$ cat src/rtl/modulo_abastecedor_rolhas.sv
`timescale 1ns/1ps
`default_nettype none
// ============================================================================
//  Module      : modulo_abastecedor_rolhas
//  Description : Cork feeder for the capping station. Keeps a main cork
//                buffer topped up from a secondary store, and accepts
//                operator loads into that store.
//                When the main buffer falls to MIN_MAIN or below, it is
//                refilled one cork per cycle until it is full or the store
//                is empty.
//  Ports       : clk        system clock
//                clr        synchronous active-high reset
//                en         line running; gates refill only
//                ve         one cork consumed this cycle
//                add_valid  operator load request
//                add_qty    corks to load (7-bit unsigned)
//                main_cnt   main buffer count (0..MAX_MAIN)
//                sec_cnt    secondary store count (0..MAX_SEC)
//                ro         main buffer empty
//                min_flag   main buffer at or below MIN_MAIN
//                add_ack    one-cycle pulse, load accepted
//                add_err    one-cycle pulse, load rejected
//                estado     FSM state: 00 IDLE, 01 REFILL, 10 DONE
//  Revision    : 1.0 - initial release
// ============================================================================
module modulo_abastecedor_rolhas #(
  parameter int MAX_MAIN = 20,
  parameter int MIN_MAIN = 5,
  parameter int MAX_SEC  = 99
) (
  input  logic       clk,
  input  logic       clr,
  input  logic       en,
  input  logic       ve,
  input  logic       add_valid,
  input  logic [6:0] add_qty,
  output logic [6:0] main_cnt,
  output logic [6:0] sec_cnt,
  output logic       ro,
  output logic       min_flag,
  output logic       add_ack,
  output logic       add_err,
  output logic [1:0] estado
);

  localparam logic [1:0] C_ST_IDLE   = 2'b00;
  localparam logic [1:0] C_ST_REFILL = 2'b01;
  localparam logic [1:0] C_ST_DONE   = 2'b10;

  localparam logic [6:0] C_MAX_MAIN = 7'(MAX_MAIN);
  localparam logic [6:0] C_MIN_MAIN = 7'(MIN_MAIN);
  localparam logic [7:0] C_MAX_SEC  = 8'(MAX_SEC);

  logic [1:0] state_q, state_d;
  logic [6:0] main_q,  main_d;
  logic [6:0] sec_q,   sec_d;
  logic       ack_q,   ack_d;
  logic       err_q,   err_d;

  logic       w_refill_go;
  logic       w_xfer;
  logic       w_ve_eff;
  logic [7:0] w_sum;
  logic       w_load_ok;

  // --------------------------------------------------------------------------
  // State and counter registers
  // --------------------------------------------------------------------------
  always_ff @(posedge clk) begin
    if (clr) begin
      state_q <= C_ST_IDLE;
      main_q  <= 7'd0;
      sec_q   <= 7'd0;
      ack_q   <= 1'b0;
      err_q   <= 1'b0;
    end else begin
      state_q <= state_d;
      main_q  <= main_d;
      sec_q   <= sec_d;
      ack_q   <= ack_d;
      err_q   <= err_d;
    end
  end

  // --------------------------------------------------------------------------
  // Datapath and next-state logic
  // --------------------------------------------------------------------------
  always_comb begin
    w_refill_go = en && (main_q <= C_MIN_MAIN) && (sec_q != 7'd0);
    // The bounds checks keep the counters from wrapping even if the FSM were
    // ever to sit in REFILL with nothing left to move.
    w_xfer      = (state_q == C_ST_REFILL) && en && (sec_q != 7'd0) &&
                  (main_q < C_MAX_MAIN);
    // Consumption from an empty buffer is simply ignored.
    w_ve_eff    = ve && (main_q != 7'd0);

    // Sum is one bit wider so an overflowing load is detected, not wrapped.
    w_sum       = {1'b0, sec_q} + {1'b0, add_qty};
    w_load_ok   = add_valid && (state_q != C_ST_REFILL) && (w_sum <= C_MAX_SEC);

    // A transfer and a consumption in the same cycle cancel on main_cnt.
    main_d = main_q;
    if (w_xfer && !w_ve_eff) begin
      main_d = main_q + 7'd1;
    end else if (!w_xfer && w_ve_eff) begin
      main_d = main_q - 7'd1;
    end

    // Loads are never accepted during REFILL, so they cannot collide with a
    // transfer on sec_cnt.
    sec_d = sec_q;
    if (w_xfer) begin
      sec_d = sec_q - 7'd1;
    end else if (w_load_ok) begin
      sec_d = w_sum[6:0];
    end

    ack_d = w_load_ok;
    err_d = add_valid && !w_load_ok;

    state_d = state_q;
    case (state_q)
      C_ST_IDLE: begin
        if (w_refill_go) begin
          state_d = C_ST_REFILL;
        end
      end
      C_ST_REFILL: begin
        if (!w_xfer) begin
          state_d = C_ST_IDLE;
        end else if ((main_d == C_MAX_MAIN) || (sec_d == 7'd0)) begin
          state_d = C_ST_DONE;
        end
      end
      C_ST_DONE: begin
        state_d = C_ST_IDLE;
      end
      default: begin
        state_d = C_ST_IDLE;
      end
    endcase
  end

  // --------------------------------------------------------------------------
  // Outputs
  // --------------------------------------------------------------------------
  always_comb begin
    estado   = state_q;
    main_cnt = main_q;
    sec_cnt  = sec_q;
    add_ack  = ack_q;
    add_err  = err_q;
    ro       = (main_q == 7'd0);
    min_flag = (main_q <= C_MIN_MAIN);
  end

endmodule
`default_nettype wire
$ cat config.mk
export PLATFORM = sky130hd
export DESIGN_NAME = modulo_abastecedor_rolhas
export DESIGN_NICKNAME = d
export VERILOG_FILES = /design/src/rtl/modulo_abastecedor_rolhas.sv
export SDC_FILE = /design/constraint.sdc
export NUM_CORES = 1
export LEC_CHECK = 0
export BUFFER_PORTS_ARGS = -buffer_cell sky130_fd_sc_hd__buf_4
export CORE_MARGIN = 2
export CORE_UTILIZATION = 45
export DETAILED_ROUTE_END_ITERATION = 6
export GPL_ROUTABILITY_DRIVEN = 0
export PLACE_DENSITY = 0.68
export RECOVER_POWER = 100
export SLEW_MARGIN = 20
export SYNTH_ARGS = -nofsm -noshare
export SYNTH_HDL_FRONTEND = slang
export SYNTH_SLANG_ARGS = --single-unit
$ cat constraint.sdc
create_clock -name clk -period 8.37 [get_ports clk]
set_input_delay 0 -clock clk [delete_from_list [all_inputs] [get_ports clk]]
set_output_delay 0 -clock clk [all_outputs]
set_load 0.02 [all_outputs]
## Yosys cells after proc, flatten, opt, wreduce, memory -nomap -nowiden

Index checks and enable logic that the tools add are counted.

- $add $sub $neg: 4
- $lt $le $gt $ge: 3
- Eq/ne operators: 5
- Reduce and logical (&&, ||, !) cells: 21
- Multiplexer cells: 8

Operators by type and width:

| cell | number |
|---|---|
| 7-bit 2-to-1 mux | 4 |
| 7-bit zero test | 2 |
| 7-bit nonzero test | 2 |
| 7-bit by 1-bit subtractor with 7-bit output (second input constant) | 2 |
| 1-bit logical AND | 11 |
| 7-bit by 7-bit adder with 8-bit output | 1 |
| 8-bit by 7-bit <= comparator with 1-bit output (second input constant) | 1 |
| 7-bit by 1-bit adder with 7-bit output (second input constant) | 1 |
| 7-bit by 5-bit == test with 1-bit output (second input constant) | 1 |
| 7-bit by 3-bit <= comparator with 1-bit output (second input constant) | 1 |
| 7-bit by 5-bit less-than comparator with 1-bit output (second input constant) | 1 |
| 2-bit 2-to-1 mux | 3 |
| 2-bit case mux with 2 select lines | 1 |
| 1-bit zero test | 3 |
| 3-bit by 2-bit != test with 1-bit output (second input constant) | 1 |
| 2-bit by 1-bit == test with 1-bit output (second input constant) | 1 |
| 2-bit zero test | 1 |
| 2-bit by 1-bit != test with 1-bit output (second input constant) | 1 |
| 2-bit != test (second input constant) | 1 |
| 2-bit AND reduction | 1 |
| 1-bit logical OR | 1 |

- Output and inout port bits: 20
- Bits of input ports: 12
- Logic and storage cells: 46
- Flip-flop bits (word level): 18

## Longest topological paths before layout

- Word-level depth: 13
- Mapped depth: 12
- Gate-level depth less buffers: 12

## Worst setup path after synthesis

OpenSTA, ideal clock, no wires.

- Kind: register -> register
- Start: register sec_q[0], in the netlist sec_cnt[0]
- End: register state_q[0], in the netlist estado[0]
- Period minus slack after synthesis: 3216 ps
- Data required time: 8255 ps
- Path buffers: 0
- Library setup time: 115 ps
- Arrival time: 3102 ps
- Path slack: 5154 ps
- Stages on the path, launching flop included: 13
- Path through: dfxtp_1 -> ha_1 -> inv_1 -> fa_1 -> xnor2_1 -> nor2b_1 -> mux2_2 -> a211o_1 -> o21ai_1 -> mux2_2 -> a21oi_1 -> a41oi_1 -> o21ba_1

- Cells in the longest elaborated chain, start to end: 11
- Elaborated cells on any way between the ends: 23
- Those cells by class: 2 x add/sub; 1 x order compare; 3 x eq/ne; 6 x mux; 11 x reduce/logical

Ends and longest elaborated chain:

| element | RTL line | text |
|---|---|---|
| start: declaration | 56 | `logic [6:0] sec_q, sec_d;` |
| start signal: assignment | 73 | `sec_q <= 7'd0;` |
| start signal: assignment | 79 | `sec_q <= sec_d;` |
| branches (longest 11 deep; another with 7-bit by 7-bit adder with 8-bit output) | - |  |
| end signal: assignment | 77 | `state_q <= state_d;` |
| end: declaration | 54 | `logic [1:0] state_q, state_d;` |

Parallel ways; which one is timed is not known.
A chain may end at the register's enable or synchronous reset.

## Final worst setup path

- Start: register sec_q[2], in the netlist sec_cnt[2]
- End: register state_q[0], in the netlist estado[0]

The elaborated chain is that of the path after synthesis.

==> reports/qor.yml <==
synth_flop_cell: "dfxtp_1"
grt_max_degree: 19
drt-total-wl_um: 3710
hold_violations: 0
grt_pass1_vias: 1431
post_cts_buffers: 0
top_layer_used: "met4"
cpMaxStageDelayCell: "o311ai_0"
fin_cells: 272
cts_resized: 0
async_flop_share: 0
cts_tree: "built"
power_density_nw_per_um2: 420.1
die_h_um: 62.20
met2_wirelength_um: 1816
clk_pin_slew_ps: 100
drv_slew: 0
die_area_sq_um: 3868
status: "complete, no violations"
drt-wirelength-per-cell_um: 13.64
drt_iter0_drc: 124
yosysTopAreaCell: "dfxtp_1"
cp_common_cell: "or4_1"
h-tree-depth: 1
worstHoldPathType: "in2reg"
core_area_sq_um: 3284
critPathTopFamily: "compound AO/OA/AOI/OAI gates"
cap_violations: 0
wl_met3_um: 132
ir_drop_mv: 0.1665
io_buffer_count: 31
required_ps: 8560
post-route-util: 0.5272
worstPathArrival_ps: 4030
netlist_instances: 194
detailed_place_hpwl_um: 2946
leakage_nw: 0.7445
fin_skew_ps: 4.115
met1_length_um: 1715
grt_pass1_wl_um: 6423
setup_violations: 0
fin_nets: 254
gr-total-overflow: 0
drive_gt1_frac: 0.07965
finalCriticalPeriod_ps: 3838
rsz0062_at_grt: "no"
synth_nets: 220
endpoint_kind: "flip-flop"
total_power_mw: 0.7275
synth_area_per_cell_sq_um: 7.855
die_x_um: 62.20
placed_cells: 268
yosysWarnings: 0
first_pass_iters: 4
viasPerCell: 5.643
rows: 21
yosysTopAreaCellShare: 0.2365
path_class: "reg2reg"
syn_area_sq_um: 1524
clockBufferDepth: 2
critPathBufInv: 0
maxSlewHeadroom: 0.3329
fill_cells: 349
synth-edff-count: 0
synth_seq_cells: 18
numCtsBuffers: 3
start_util: 0.4640
synth_cell_type_count: 51
drcViolationCount: 0
antenna_found_initial: 0
tightest_slew_ps: 988.2
diodes: 0
cts_root_buf: "clkbuf_4"
grt_use_total: 0.2020
syn_to_final_growth_pct: 13.63
num_vias: 1535
fin_setup_tns_ps: 0
synthTopCellsByArea: "dfxtp_1, ha_1, nor2_1"
cts_sinks: 18
clk_latency_ps: 290
seq_area_frac_synth: 0.2365
fmax_mhz: 260.5
slowest_delay_ps: 840
path_max_fanout: 10
finalCritPeriodShare: 0.4586
crit_chain: "or4_1 -> o311ai_0 -> nor2_1 -> o21ai_0 -> xnor2_1 -> or4_1 -> o31ai_1 -> a41oi_1 -> o21ba_1"
startpoint_type: "flip-flop"
ant_nets: 0
pin_count: 32
layout by cell type (no fill, tap or decap), types with 9 or more instances in the layout:
cell and instances:
o21ai_0 10, a21oi_1 9, buf_4 11, dfxtp_1 18, inv_1 15, nand2_1 12, nor2_1 29, clkbuf_1 20
ha_1 13
final timing paths:
path         depth (start not counted)     endpoint   startpoint  slack (ps)
max                                  9    estado[0]   sec_cnt[2]        4530
min                                  2  main_cnt[0]          clr           9
max reg2reg                          9    estado[0]   sec_cnt[2]        4530
min reg2reg                          2  main_cnt[0]  main_cnt[0]         590
synthesized netlist by cell type, types with 4 or more instances:
master,instances
nand3_1,6
nor3_1,7
dfxtp_1,18
a21oi_1,9
nor2_1,28
nand2_1,12
nand2b_1,5
mux2i_1,4
o21ai_0,8
ha_1,13
nor2b_1,7
xnor2_1,7
inv_1,15
flip-flops by register name, indices dropped and copies added (netlist names):
signal    count
main_cnt      7
add_ack       1
estado        2
sec_cnt       7
add_err       1
report_power, final:
| group | switching, mW | leakage, nW | total, mW | internal (mW) |
|---|---|---|---|---|
| Sequential | 0.0519 | 0.148 | 0.171 | 0.119 |
| Clock | 0.0258 | 0.0138 | 0.0425 | 0.0167 |
| Combinational | 0.310 | 0.583 | 0.514 | 0.204 |
worst register-to-register path: stages, from the launching register on:
cell	delay, ps
dfxtp_1	410
or4_1	610
o311ai_0	850
nor2_1	410
o21ai_0	330
xnor2_1	110
or4_1	490
o31ai_1	230
a41oi_1	100
o21ba_1	210
cells by family (layout without fill, tap and decap cells):
logic type                 after synthesis  after routing  share of synthesized area
buffers and inverters                   18             50                    0.04433
AOI/OAI and AO/OA                       45             45                     0.2233
adders and majority gates               14             14                     0.1199
and+or+nand+nor                         84             84                     0.2832
xor gates and xnor gates                 9              9                    0.05173
DFF                                     18             18                     0.2365
muxes                                    6              6                    0.04105
routing by layer:
metal / up-vias / global-route usage
li1: 770 / -
met1: 730 / 0.2598
met2: 31 / 0.3478
met3: 4 / 0.02717
met4: 0 / 0.06944
met5: - / 0
stage by stage:
stage	hold WS, ps	instance area [sq um]	worst slack [ps]
3_3_place_gp	323.3	1803	5079
4_1_cts	3.563	1836	4933
5_1_grt	1.881	1732	4224
3_5_place_dp	317.7	1803	4958
2_1_floorplan	166.6	1524	5154
6_report	9.397	1732	4532
area by class of cell:
type,instances,area [sq um],share of cell area
well taps,46,57.56,0.03324
repair buffers,32,167.7,0.09682
flip-flops and latches,18,360.3,0.2081
clock buffers,3,22.52,0.01301
multi-input cells,158,1067,0.6163
inverters,15,56.30,0.03251
what timing repair did:
action | in CTS | in global routing
endpoints found under the hold margin | 1 | 0
hold buffers | 1 | 0
endpoints found under the setup margin | 0 | 0
Power figures use the tool's default switching activity.
